[src/rtl/frequency_generator.sv]
// Square-wave source: emits 10*tens+units rising edges per UPDATE_PERIOD-clock
// window, spreading them evenly with a DDA accumulator after a serial BCD conversion.
module frequency_generator #(
  parameter int UPDATE_PERIOD = 1200,
  parameter int BITS          = 12
) (
  input  logic       clk,
  input  logic       reset,
  input  logic [3:0] tens,
  input  logic [3:0] units,
  input  logic       load,
  output logic       signal,
  output logic       window_start,
  output logic       busy
);

  typedef enum logic [1:0] {IDLE, CONVERT, RUN} state_t;

  localparam logic [BITS-1:0] LAST_SAMPLE = BITS'(UPDATE_PERIOD - 1);
  localparam logic [BITS:0]   PERIOD      = (BITS+1)'(UPDATE_PERIOD);

  state_t          state_q;
  logic [3:0]      tens_cnt_q;
  logic [6:0]      rate_q;
  logic [BITS-1:0] acc_q;
  logic [BITS-1:0] sample_q;
  logic            signal_q;
  logic            window_start_q;
  logic            busy_q;

  logic [BITS:0]   nxt_d;
  logic [BITS:0]   diff_d;
  logic            wrap_d;
  logic [BITS-1:0] acc_d;
  logic [BITS-1:0] sample_d;

  function automatic logic [3:0] clamp_digit(input logic [3:0] d);
    return (d > 4'd9) ? 4'd9 : d;
  endfunction

  // The sum is one bit wider than the accumulator so the compare never sees a wrapped value.
  always_comb begin
    nxt_d    = {1'b0, acc_q} + {{(BITS-7){1'b0}}, rate_q, 1'b0};
    diff_d   = nxt_d - PERIOD;
    wrap_d   = (nxt_d >= PERIOD);
    acc_d    = wrap_d ? diff_d[BITS-1:0] : nxt_d[BITS-1:0];
    sample_d = (sample_q == LAST_SAMPLE) ? '0 : sample_q + 1'b1;
  end

  always_ff @(posedge clk) begin
    if (reset) begin
      state_q        <= IDLE;
      tens_cnt_q     <= '0;
      rate_q         <= '0;
      acc_q          <= '0;
      sample_q       <= '0;
      signal_q       <= 1'b0;
      window_start_q <= 1'b0;
      busy_q         <= 1'b0;
    end else if (load) begin
      // A new request abandons whatever was in flight, including a partial window.
      state_q        <= CONVERT;
      tens_cnt_q     <= clamp_digit(tens);
      rate_q         <= {3'b000, clamp_digit(units)};
      acc_q          <= '0;
      sample_q       <= '0;
      signal_q       <= 1'b0;
      window_start_q <= 1'b0;
      busy_q         <= 1'b1;
    end else begin
      case (state_q)
        IDLE: begin
          signal_q       <= 1'b0;
          window_start_q <= 1'b0;
        end
        CONVERT: begin
          window_start_q <= 1'b0;
          if (tens_cnt_q != 4'd0) begin
            rate_q     <= rate_q + 7'd10;
            tens_cnt_q <= tens_cnt_q - 4'd1;
          end else begin
            state_q  <= RUN;
            acc_q    <= '0;
            sample_q <= '0;
            signal_q <= 1'b0;
            busy_q   <= 1'b0;
          end
        end
        RUN: begin
          window_start_q <= (sample_q == '0);
          sample_q       <= sample_d;
          acc_q          <= acc_d;
          if (wrap_d) signal_q <= ~signal_q;
        end
        default: state_q <= IDLE;
      endcase
    end
  end

  assign signal       = signal_q;
  assign window_start = window_start_q;
  assign busy         = busy_q;

endmodule

[config.mk]
export PLATFORM = sky130hd
export DESIGN_NAME = frequency_generator
export DESIGN_NICKNAME = d
export VERILOG_FILES = /design/src/rtl/frequency_generator.sv
export SDC_FILE = /design/constraint.sdc
export NUM_CORES = 1
export LEC_CHECK = 0
export ABC_CLOCK_PERIOD_IN_PS = 3600
export BUFFER_PORTS_ARGS = -buffer_cell sky130_fd_sc_hd__buf_2
export CORE_MARGIN = 2
export CORE_UTILIZATION = 61
export DETAILED_ROUTE_END_ITERATION = 8
export HOLD_SLACK_MARGIN = 0.08
export PLACE_DENSITY = 0.9
export SLEW_MARGIN = 20
export SYNTH_ARGS = -nofsm -noshare
export SYNTH_HDL_FRONTEND = slang
export SYNTH_SLANG_ARGS = --single-unit
[constraint.sdc]
create_clock -name clk -period 3.6 [get_ports clk]
set_input_delay 0.72 -clock clk [delete_from_list [all_inputs] [get_ports clk]]
set_output_delay 0.72 -clock clk [all_outputs]
set_load 0.01 [all_outputs]
### Word-level counts from Yosys, hierarchy flattened

Cells that the tools add are included.

* register bits after elaboration: 40
* output and inout bits: 3
* word-level logic and storage cells: 68

* add/subtract/negate cells: 5
* magnitude comparators: 3
* equal/unequal tests: 8
* mux-type cells: 22
* bitwise logic cells: 2
* reduce and logical (&&, ||, !) cells: 18

Operators with widths (count)
* 12-bit one-hot mux with 2 select lines: 2
* 12-bit 2-to-1 mux: 3
* 4-bit 2-to-1 mux: 8
* 12-bit by 8-bit adder with 13-bit output: 1
* 13-bit by 11-bit >= comparator with 1-bit output, second input constant: 1
* 12-bit by 1-bit adder with 12-bit output, second input constant: 1
* 12-bit by 11-bit == test with 1-bit output, second input constant: 1
* 12-bit zero test: 1
* 2-bit AND reduction: 6
* 12-bit by 11-bit subtractor with 12-bit output, second input constant: 1
* 4-bit > comparator, second input constant: 2
* 2-bit nonzero test: 4
* 7-bit by 4-bit adder with 7-bit output, second input constant: 1
* 2-bit != test, second input constant: 3
* 2-bit OR reduction: 3
* 1-bit 2-to-1 mux: 5
* 2-bit one-hot mux with 2 select lines: 1
* 4-bit nonzero test: 1
* 4-bit by 1-bit subtractor with 4-bit output, second input constant: 1
* 3-bit != test, second input constant: 1
* 1-bit one-hot mux with 3 select lines: 1
* 3-bit AND reduction: 1
* 3-bit nonzero test: 1
* 2-bit by 1-bit == test with 1-bit output, second input constant: 1
* 6 further kinds: 7

### Longest topological paths before layout

Gate-level depths: netlist of run 1.

* depth after elaboration: 4
* depth in mapped cells: 16
* depth with buffers taken out: 15

### Worst setup path before layout of run 1

Ideal clock, no wire load.

* kind: register -> register
* start point: reg rate_q[0]
* end point: reg signal_q (netlist: signal)
* library setup time: 0.067 ns
* arrival: 3.094 ns
* slack: 0.439 ns
* cell stages (with the launch flop): 17
* path buffers: 1
* period minus slack after synthesis: 3.161 ns
* cell sequence: dfxtp_1 > ha_1 > inv_1 > fa_1 > nand2b_1 > a21oi_2 > xor2_1 > ha_1 > nand2_1 > or3_1 > inv_1 > a211oi_2 > o211ai_4 > a21oi_4 > buf_6 > or3_1 > a21oi_2

* longest elaborated chain between the ends: 4

RTL lines
* from (decl): RTL line 24 `logic [6:0] rate_q;`
* from (signal assigned): RTL line 64 `rate_q <= {3'b000, clamp_digit(units)};`
* from (signal assigned): RTL line 79 `rate_q <= rate_q + 7'd10;`
* 12-bit by 8-bit adder with 13-bit output: RTL line 43 `nxt_d = {1'b0, acc_q} + {{(BITS-7){1'b0}}, rate_q, 1'b0};`
* 13-bit by 11-bit >= comparator with 1-bit output: RTL line 45 `wrap_d = (nxt_d >= PERIOD);`
* 2-bit != test (no source line)
* 3-bit AND reduction (no source line)
* to (signal assigned): RTL line 93 `if (wrap_d) signal_q <= ~signal_q;`
* to (decl): RTL line 27 `logic signal_q;`

Every way passes these cells.
A chain may end at the register's enable or synchronous reset.

### Worst setup path in the final report of run 1

* start point: reg rate_q[0]
* end point: reg acc_q[10]

* longest elaborated chain between the ends: 4
* elaborated cells between the ends (all ways): 5
* those cells by class: 2 x add/sub; 1 x order compare; 2 x mux

RTL lines
* 12-bit by 8-bit adder with 13-bit output (*): RTL line 43
* 12-bit by 11-bit subtractor with 12-bit output or 13-bit by 11-bit >= comparator with 1-bit output (tied branches): RTL line 44, 45
* 12-bit 2-to-1 mux (*): RTL line 46 `acc_d = wrap_d ? diff_d[BITS-1:0] : nxt_d[BITS-1:0];`
* 12-bit one-hot mux with 2 select lines (*): RTL line 71 `case (state_q)`
* to (signal assigned): RTL line 55 `acc_q <= '0;`
* to (signal assigned): RTL line 65 `acc_q <= '0;`
* to (signal assigned): RTL line 83 `acc_q <= '0;`
* to (decl): RTL line 25 `logic [BITS-1:0] acc_q;`

Mark *: on every way between the ends. The rest lies on a longest branch, timed or not.

==> results of run 1 <==
-- cell families after synthesis --
family	Yosys count	synth area share, %
DFF	39	30.5
AOI/OAI and AO/OA	88	24.8
and+or+nand+nor	138	27.0
muxes	3	1.17
buffers and inverters	22	3.52
adders and majority gates	13	6.64
xor gates and xnor gates	14	6.40
-- power groups by stage --
stage / clock network [mW] / registers, mW / logic [mW]
after detailed placement: 0 / 0.458 / 0.0885
after floorplan: 0 / 0.457 / 0.0654
after CTS: 0.296 / 0.448 / 0.0889
after global placement: 0 / 0.458 / 0.0847
final: 0.291 / 0.448 / 0.0888
after global routing: 0.309 / 0.450 / 0.0999
-- worst min path at each step --
stage,endpoint,slack [ns],start,cells past startpoint
after floorplan,acc_q[6]$_SDFFE_PP0P_,0.43,acc_q[6]$_SDFFE_PP0P_,2
after global placement,acc_q[5]$_SDFFE_PP0P_,0.45,acc_q[5]$_SDFFE_PP0P_,2
after detailed placement,acc_q[6]$_SDFFE_PP0P_,0.46,acc_q[6]$_SDFFE_PP0P_,2
after CTS,acc_q[6]$_SDFFE_PP0P_,0.47,acc_q[6]$_SDFFE_PP0P_,2
after global routing,acc_q[5]$_SDFFE_PP0P_,0.49,acc_q[5]$_SDFFE_PP0P_,2
final,acc_q[1]$_SDFFE_PP0P_,0.48,acc_q[1]$_SDFFE_PP0P_,2
-- cell type report --
| class | instances | area [sq um] | share of cell area (%) |
|---|---|---|---|
| Tap cell | 50 | 62.6 | 2.29 |
| Clock buffer | 7 | 76.3 | 2.79 |
| Timing Repair Buffer | 14 | 72.6 | 2.66 |
| Multi-Input combinational cell | 256 | 1690 | 61.9 |
| Inverter | 12 | 45.0 | 1.65 |
| Clock inverter | 1 | 5.00 | 0.183 |
| Sequential cell | 39 | 781 | 28.6 |
-- cell usage in the layout, fill, tap and decap left out, types with 3 or more instances in the layout --
cell / n
mux2i_1: 3
o211ai_1: 7
o21ai_0: 18
nor3b_1: 9
nand2b_1: 5
or3_1: 6
xnor2_1: 5
nand2_1: 27
a31oi_1: 5
and3_1: 9
clkbuf_8: 5
a21oi_1: 23
dfxtp_1: 39
a21oi_2: 6
nand3_1: 10
o22a_1: 4
buf_2: 13
inv_1: 12
o21ai_1: 4
nor2b_1: 5
xor2_1: 5
nor2_1: 47
nor3_1: 6
nor4_1: 3
ha_1: 12
-- sequential cells by signal (all words and copies together), names as in the netlist --
name,count
sample_q,12
acc_q,11
rate_q,7
tens_cnt_q,4
state_q,2
busy,1
signal,1
window_start,1
-- critical path: cells and delay by family, from the launching register on --
| kind | cells | cell delay (ns) |
|---|---|---|
| AOI/OAI and AO/OA | 4 | 0.59 |
| xor gates and xnor gates | 1 | 0.23 |
| adders and majority gates | 3 | 0.85 |
| buffers and inverters | 2 | 0.15 |
| DFF | 1 | 0.34 |
| and+or+nand+nor | 5 | 1.16 |
-- routing by layer --
metal / GRT usage (%) / vias to the layer above
met5: 0 / -
met1: 32.6 / 1077
li1: - / 1158
met3: 6.33 / 6
met4: 5.39 / 0
met2: 46.2 / 27
==> impl_metrics.py, run 1 <==
metrics = {
    "grt": {
        "track_usage_pct": 26.3,
        "grt_pass1_wl_microns": 9410,
        "antenna_found_initial": 0,
        "overflow": 0,
        "grt_pass1_vias": 2128,
        "grt_max_degree": 26,
    },
    "sta": {
        "setup_viol": 0,
        "fin_ws_ns": 0.222,
        "min_period_ns": 3.38,
        "finClkSkew_ns": 0.00642,
        "final.setup.tns_ns": 0,
        "grt_setup_unrepaired": "no",
        "max_freq_mhz": 296,
        "maxSlewViolCount": 0,
        "tightest_slew_ns": 0.926,
        "holdWs_ns": 0.482,
        "finalHoldViolCount": 0,
        "layout_worst_path_cycle_share_pct": 93.8,
        "slew_headroom_pct": 37.9,
    },
    "setup_path": {
        "r2r-end": "acc_q[10]$_SDFFE_PP0P_",
        "cp_slowest_cell": "or4_1",
        "r2r_start": "rate_q[0]$_SDFFE_PP0P_",
        "start_kind": "flip-flop",
        "crit_chain": "ha_1, inv_1, fa_1, nand2b_1, a21oi_2, xor2_1, ha_1, nand2_1, or3_1, inv_1, a211oi_2, o211ai_4, a21oi_4, or4_1, nand3_1",
        "arrival_ns": 3.62,
        "crit_required_ns": 3.84,
        "critPathLaunch": "rate_q[0]$_SDFFE_PP0P_",
        "worst-setup-path-type": "flip-flop to flip-flop",
        "critPathCapture": "acc_q[10]$_SDFFE_PP0P_",
        "cp_max_fo": 13,
        "rrSetupSlack_ns": 0.22,
        "slowest_delay_ns": 0.49,
        "critPathCaptureType": "flip-flop",
        "reg2reg_depth": 15,
    },
    "routing": {
        "drc": 0,
        "wl_met3_microns": 184,
        "met1Wirelength_microns": 2610,
        "highest_layer": "met4",
        "viasPerCell": 5.98,
        "wire_per_inst_microns": 14.4,
        "firstDrtPassIters": 4,
        "num_vias": 2268,
        "drt-total-wl_microns": 5460,
        "drtIter0Drc": 153,
        "route.met2.wl_microns": 2620,
        "postRouteAntennaNets": 0,
    },
    "die": {
        "start_util_pct": 63.6,
        "dieWidth_microns": 68.8,
        "core-area_sq_um": 4030,
        "fp.dieH_microns": 68.8,
        "dieArea_sq_um": 4730,
        "io_pins": 14,
        "fp-row-count": 23,
    },
    "synth": {
        "yosysTopAreaCell": "dfxtp_1",
        "syn_nets": 341,
        "synth_ff_type": "dfxtp_1",
        "synth_area_sq_um": 2560,
        "synth_area_leaders": "dfxtp_1, nor2_1, ha_1, a21oi_1, nand2_1",
        "postSynthAreaPerCell_sq_um": 8.08,
        "yosys-top-cells-count": "nor2_1, dfxtp_1, nand2_1",
        "seq_area_frac_synth_pct": 30.5,
        "async_reset_ff_share_pct": 0,
        "synth_edf_count": 0,
        "yosys_warnings": 0,
        "synth-seq-cells": 39,
        "synthCells": 317,
        "synth_cell_types": 56,
        "synth.most_common_cell": "nor2_1",
        "synth_top_area_share_pct": 30.5,
    },
    "cts": {
        "clock_path_buffers": 2,
        "clock_latency_ns": 0.30,
        "cts-root-buf": "clkbuf_8",
        "cts_buffers": 5,
        "cts_tree": "built",
        "cts.htree.levels": 2,
        "hold_buffers": 0,
        "ctsResizeCount": 0,
        "clkTransAtPathRegs_ns": 0.08,
        "clkSinkCount": 39,
        "post_cts_buffers": 0,
    },
    "placement": {
        "pre_cts_ws_ns": 0.314,
        "place_area_sq_um": 2650,
        "portBuffers": 13,
        "hpwl_microns": 4030,
        "placed_cells": 371,
        "gp_congestion": 0.816,
    },
    "pwr": {
        "power_frac_clock_pct": 35.2,
        "seqPwrFrac_pct": 54.1,
        "ir_worst_vdd_v": 0.000275,
        "power_frac_comb_pct": 10.7,
        "power.density_nw_per_um2": 303,
        "power.switching_mw": 0.219,
        "leakage_nw": 1.03,
        "switching_share_pct": 26.4,
        "p_int_mw": 0.610,
        "p_total_mw": 0.828,
    },
    "layout": {
        "area_delta_synth_final_pct": 6.69,
        "fin_area_sq_um": 2730,
        "fin_nets": 352,
        "drive_gt1_share_pct": 13.1,
        "utilization_pct": 67.8,
        "stdcell_count": 379,
        "num-fill-cells": 318,
        "antenna_cells": 0,
    },
    "min_path": {
        "hold_path_class": "flip-flop to flip-flop",
    },
    "outcome": {
        "status": "finished clean",
    },
    "run": {
        "max_cap_violations": 0,
    },
}
No activity file was read; power rests on OpenSTA's default activity.
==> run 2, diff against run 1 <==
GPL_TIMING_DRIVEN = 0   (was default)
==> run 2 against run 1 <==
Effect of this change: clock skew is 0.0023 ns higher; routed wire length is 9.5% higher; setup slack got worse by 0.096 ns; clock-buffer cell count fell by 2; final area grew 2.6%; combinational power increased by 6.5%; critical path type unchanged; largest cell class unchanged.
==> impl_metrics.py, run 2 (synthesis gave the netlist of run 1 again) <==
metrics = {
    "setup_path": {
        "critPathCaptureType": "flip-flop",
        "crit_chain": "inv_1, fa_1, nand2b_1, a21oi_2, xor2_2, ha_2, nand2_1, or3_1, inv_1, a211oi_2, o211ai_4, a21oi_4, buf_6, or3_1, a21oi_2",
        "cp_max_fo": 10,
        "crit_required_ns": 3.84,
        "cp_slowest_cell": "fa_1",
        "worst-setup-path-type": "flip-flop to flip-flop",
        "arrival_ns": 3.71,
        "slowest_delay_ns": 0.46,
        "start_kind": "flip-flop",
    },
    "pwr": {
        "ir_worst_vdd_v": 0.000258,
        "leakage_nw": 1.04,
        "p_int_mw": 0.614,
        "power_frac_clock_pct": 36.4,
        "switching_share_pct": 28.1,
        "seqPwrFrac_pct": 52.6,
        "power.density_nw_per_um2": 305,
        "power_frac_comb_pct": 11.1,
        "power.switching_mw": 0.240,
    },
    "placement": {
        "hpwl_microns": 4280,
        "portBuffers": 12,
        "pre_cts_ws_ns": 0.0145,
        "gp_congestion": 0.845,
    },
    "sta": {
        "min_period_ns": 3.47,
        "final.setup.tns_ns": 0,
        "setup_viol": 0,
        "fin_ws_ns": 0.127,
        "slew_headroom_pct": 60.6,
        "tightest_slew_ns": 0.589,
        "maxSlewViolCount": 0,
        "grt_setup_unrepaired": "no",
        "finalHoldViolCount": 0,
        "finClkSkew_ns": 0.00870,
        "max_freq_mhz": 288,
        "layout_worst_path_cycle_share_pct": 96.5,
    },
    "grt": {
        "grt_pass1_vias": 2196,
        "grt_pass1_wl_microns": 9870,
        "antenna_found_initial": 0,
        "track_usage_pct": 28.0,
        "grt_max_degree": 15,
        "overflow": 0,
    },
    "min_path": {
        "hold_path_class": "flip-flop to flip-flop",
    },
    "routing": {
        "drc": 0,
        "wire_per_inst_microns": 15.4,
        "drtIter0Drc": 229,
        "drt-total-wl_microns": 5980,
        "firstDrtPassIters": 5,
        "num_vias": 2412,
        "postRouteAntennaNets": 0,
        "viasPerCell": 6.22,
    },
    "layout": {
        "utilization_pct": 69.6,
        "top_register": "sample_q",
        "fin_nets": 361,
        "largest_register_ffs": 12,
        "multi_input_area_sq_um": 1710,
        "num-fill-cells": 315,
        "antenna_cells": 0,
        "reg_top3": "sample_q (12), acc_q (11), rate_q (7)",
        "drive_gt1_share_pct": 14.2,
        "mostFrequentLayoutCells": "nor2_1, dfxtp_1, nand2_1",
        "area_delta_synth_final_pct": 9.43,
        "layout_commonest_cell": "nor2_1",
        "regArea_sq_um": 781,
    },
    "die": {
        "fp.dieH_microns": 68.8,
        "dieWidth_microns": 68.8,
        "core-area_sq_um": 4030,
        "io_pins": 14,
        "dieArea_sq_um": 4730,
        "start_util_pct": 63.6,
        "fp-row-count": 23,
    },
    "cts": {
        "cts_tree": "built",
        "clkSinkCount": 39,
        "clock_latency_ns": 0.31,
        "cts_buffers": 5,
        "cts-root-buf": "clkbuf_8",
        "clock_path_buffers": 2,
        "clkTransAtPathRegs_ns": 0.08,
        "cts.htree.levels": 2,
    },
    "run": {
        "max_cap_violations": 0,
    },
    "outcome": {
        "status": "finished clean",
    },
}
## run 2: cell types whose count changed in the layout (fill, tap and decap cells not counted), sizes merged
cell	previous run	this run
clkinv	1	2
clkbuf	7	14
clkinvlp	0	1
## run 2: worst paths after layout
check,from,end,slack (ns),depth (start not counted)
worst max-delay path,rate_q[1]$_SDFFE_PP0P_,signal$_SDFFE_PP0P_,0.13,15
worst min-delay path,acc_q[5]$_SDFFE_PP0P_,acc_q[5]$_SDFFE_PP0P_,0.47,2
worst max register to register,rate_q[1]$_SDFFE_PP0P_,signal$_SDFFE_PP0P_,0.13,15
worst min register to register,acc_q[5]$_SDFFE_PP0P_,acc_q[5]$_SDFFE_PP0P_,0.47,2
## run 2: critical path, delay by kind of cell (launching register included)
kind	cells	cell delay (ns)
simple gates	4	0.91
buf+inv	3	0.38
xor+xnor	1	0.19
fa+ha+maj	2	0.71
compound gates	5	0.76
flops	1	0.45
## run 2: final cells by class
class	instances	share of cell area, %
clock inverters	3	0.893
clock buffers	5	2.46
inverters	12	1.61
well taps	50	2.23
multi-input cells	256	60.9
repair buffers	13	2.41
plain buffers	10	1.61
flip-flops and latches	39	27.9
## run 2: what timing repair did
action / CTS / global route
buffers inserted: 0 / 1
resized for setup: 1 / 2
hold buffers: 0 / 0
endpoints found under the setup margin: 1 / 7
## run 2: metrics by stage
step | instance area, sq um | power [mW] | instances | hold slack [ns]
6_report | 2800 | 0.854 | 388 | 0.469
5_1_grt | 2800 | 0.885 | 388 | 0.480
4_1_cts | 2790 | 0.855 | 387 | 0.462
3_5_place_dp | 2680 | 0.549 | 379 | 0.452
3_3_place_gp | 2680 | 0.545 | 379 | 0.441
2_1_floorplan | 2560 | 0.522 | 317 | 0.430
## run 2: power by group through the flow
stage / Sequential (mW) / Clock (mW) / Combinational (mW)
2_1_floorplan: 0.457 / 0 / 0.0654
3_3_place_gp: 0.458 / 0 / 0.0872
3_5_place_dp: 0.459 / 0 / 0.0906
4_1_cts: 0.449 / 0.314 / 0.0918
5_1_grt: 0.450 / 0.330 / 0.105
6_report: 0.449 / 0.310 / 0.0946
## run 2: routing by layer
layer	vias to the layer above	track usage, %	routed length (microns)
met5	-	0	0
met4	0	11.0	72
met3	10	4.06	354
met2	89	49.0	2920
met1	1137	34.4	2630
li1	1176	-	-
==> run 3, diff against run 2 <==
CORE_UTILIZATION = 53   (was 61)
PLACE_DENSITY = 0.81   (was 0.9)
==> run 3 against run 2 <==
Effect of this change: critical path depth increased by 1; die area increased by 14%; clock-buffer cell count increased by 2; non-clock buffer count unchanged; register-to-register slack improved by 0.04 ns; largest power group unchanged; via count decreased by 5.2%; flip-flop and latch count unchanged.
==> impl_metrics.py, run 3 (synthesis gave the netlist of run 1 again) <==
metrics = {
    "cts": {
        "clock_latency_ns": 0.29,
        "clkTransAtPathRegs_ns": 0.08,
        "cts_buffers": 5,
        "cts_tree": "built",
        "clkSinkCount": 39,
        "hold_buffers": 0,
        "cts.htree.levels": 2,
        "cts-root-buf": "clkbuf_8",
        "clock_path_buffers": 2,
    },
    "routing": {
        "drt-total-wl_microns": 5580,
        "wl_met3_microns": 194,
        "num_vias": 2286,
        "postRouteAntennaNets": 0,
        "viasPerCell": 5.83,
        "wire_per_inst_microns": 14.2,
        "firstDrtPassIters": 4,
        "route.met2.wl_microns": 2590,
        "met1Wirelength_microns": 2750,
        "drtIter0Drc": 182,
        "highest_layer": "met4",
        "drc": 0,
    },
    "grt": {
        "track_usage_pct": 22.2,
        "grt_max_degree": 12,
        "grt_pass1_vias": 2109,
        "overflow": 0,
        "grt_pass1_wl_microns": 9480,
        "antenna_found_initial": 0,
    },
    "layout": {
        "top_register": "sample_q",
        "area_delta_synth_final_pct": 8.89,
        "mostFrequentLayoutCells": "nor2_1, dfxtp_1, nand2_1",
        "largest_register_ffs": 12,
        "drive_gt1_share_pct": 13.6,
        "antenna_cells": 0,
        "layout_commonest_cell": "nor2_1",
        "reg_top3": "sample_q (12), acc_q (11), rate_q (7)",
        "num-fill-cells": 420,
        "fin_area_sq_um": 2790,
        "fin_nets": 361,
        "utilization_pct": 59.4,
    },
    "setup_path": {
        "cp_max_fo": 10,
        "worst-path-buf-inv": 3,
        "r2r_start": "rate_q[0]$_SDFFE_PP0P_",
        "arrival_ns": 3.66,
        "critPathTopFamily": "simple AND/OR/NAND/NOR gates",
        "slowest_delay_ns": 0.39,
        "cp_slowest_cell": "fa_1",
        "crit_required_ns": 3.82,
        "start_kind": "flip-flop",
        "crit_chain": "ha_1, inv_1, fa_1, nand2b_1, a21oi_2, xor2_2, ha_2, nand2_1, or3_1, inv_1, a211oi_2, o211ai_4, a21oi_4, buf_6, or3_1, a21oi_2",
        "worst-setup-path-type": "flip-flop to flip-flop",
        "rrSetupSlack_ns": 0.16,
        "r2r-end": "signal$_SDFFE_PP0P_",
        "reg2reg_depth": 16,
        "critPathCaptureType": "flip-flop",
    },
    "pwr": {
        "ir_worst_vdd_v": 0.000280,
        "power.density_nw_per_um2": 298,
        "p_total_mw": 0.831,
        "power.switching_mw": 0.220,
        "power_frac_comb_pct": 11.0,
        "power_frac_clock_pct": 35.0,
        "p_int_mw": 0.611,
        "leakage_nw": 1.04,
        "seqPwrFrac_pct": 54.1,
        "switching_share_pct": 26.4,
    },
    "outcome": {
        "status": "finished clean",
    },
    "die": {
        "dieArea_sq_um": 5400,
        "fp.dieH_microns": 73.5,
        "fp-row-count": 25,
        "dieWidth_microns": 73.5,
        "io_pins": 14,
        "start_util_pct": 54.6,
        "core-area_sq_um": 4690,
    },
    "min_path": {
        "hold_start": "acc_q[5]$_SDFFE_PP0P_",
        "hold_path_class": "flip-flop to flip-flop",
        "hold-path-cell-count": 2,
        "min_to": "acc_q[5]$_SDFFE_PP0P_",
    },
    "sta": {
        "finalHoldViolCount": 0,
        "tightest_slew_ns": 0.560,
        "holdWs_ns": 0.462,
        "finClkSkew_ns": 0.00389,
        "min_period_ns": 3.44,
        "setup_viol": 0,
        "max_freq_mhz": 291,
        "slew_headroom_pct": 62.6,
        "layout_worst_path_cycle_share_pct": 95.5,
        "final.setup.tns_ns": 0,
        "grt_setup_unrepaired": "no",
        "maxSlewViolCount": 0,
    },
    "placement": {
        "portBuffers": 12,
        "place_area_sq_um": 2690,
        "gp_congestion": 0.817,
        "hpwl_microns": 4180,
    },
    "run": {
        "max_cap_violations": 0,
    },
}
run 3: how the worst max path moves through the flow:
stage / from / to / slack [ns] / cells after the start
final: rate_q[0]$_SDFFE_PP0P_ / signal$_SDFFE_PP0P_ / 0.16 / 16
after global routing: rate_q[0]$_SDFFE_PP0P_ / signal$_SDFFE_PP0P_ / 0.01 / 16
after CTS: rate_q[1]$_SDFFE_PP0P_ / signal$_SDFFE_PP0P_ / 0.05 / 15
after detailed placement: rate_q[1]$_SDFFE_PP0P_ / signal$_SDFFE_PP0P_ / 0.08 / 15
after global placement: rate_q[0]$_SDFFE_PP0P_ / signal$_SDFFE_PP0P_ / 0.13 / 16
after floorplan: rate_q[0]$_SDFFE_PP0P_ / signal$_SDFFE_PP0P_ / 0.44 / 16
run 3: worst reg2reg max path: stages, from the launching register on:
cell and delay, ns:
dfxtp_1 0.35, ha_1 0.19, inv_1 0.06, fa_1 0.39, nand2b_1 0.20, a21oi_2 0.19, xor2_2 0.25, ha_2 0.27
nand2_1 0.06, or3_1 0.31, inv_1 0.09, a211oi_2 0.06, o211ai_4 0.27, a21oi_4 0.11, buf_6 0.16, or3_1 0.32
a21oi_2 0.11
run 3: area by class of cell:
class	instances	area (sq um)	area share [%]
Tap cell	54	67.6	2.42
Sequential cell	39	782	28.0
Inverter	12	45.0	1.62
Buffer	10	45.0	1.62
Clock buffer	7	76.3	2.74
Multi-Input combinational cell	256	1700	61.0
Clock inverter	1	5.00	0.179
Timing Repair Buffer	13	67.6	2.42
run 3: what timing repair did:
item / in CTS / in global routing
buffers inserted: 0 / 1
setup endpoints to repair: 0 / 8
gates resized for setup: 0 / 3
endpoints found under the hold margin: 0 / 0
run 3: power by group through the flow:
stage | clock network [mW] | registers [mW] | logic (mW)
CTS | 0.294 | 0.448 | 0.0906
floorplan | 0 | 0.457 | 0.0654
global route | 0.310 | 0.450 | 0.103
global placement | 0 | 0.458 | 0.0873
finish | 0.290 | 0.449 | 0.0911
detailed placement | 0 | 0.459 | 0.0901
run 3: routing by layer:
layer	global-route usage, %	vias up
li1	-	1178
met1	30.2	1072
met2	36.6	29
met3	3.70	7
met4	5.86	0
met5	0	-
run 3: metrics by stage:
| step | setup slack, ns | std cells |
|---|---|---|
| 2_1_floorplan | 0.439 | 317 |
| 3_3_place_gp | 0.133 | 383 |
| 3_5_place_dp | 0.0823 | 383 |
| 4_1_cts | 0.0538 | 391 |
| 5_1_grt | 0.0128 | 392 |
| 6_report | 0.164 | 392 |
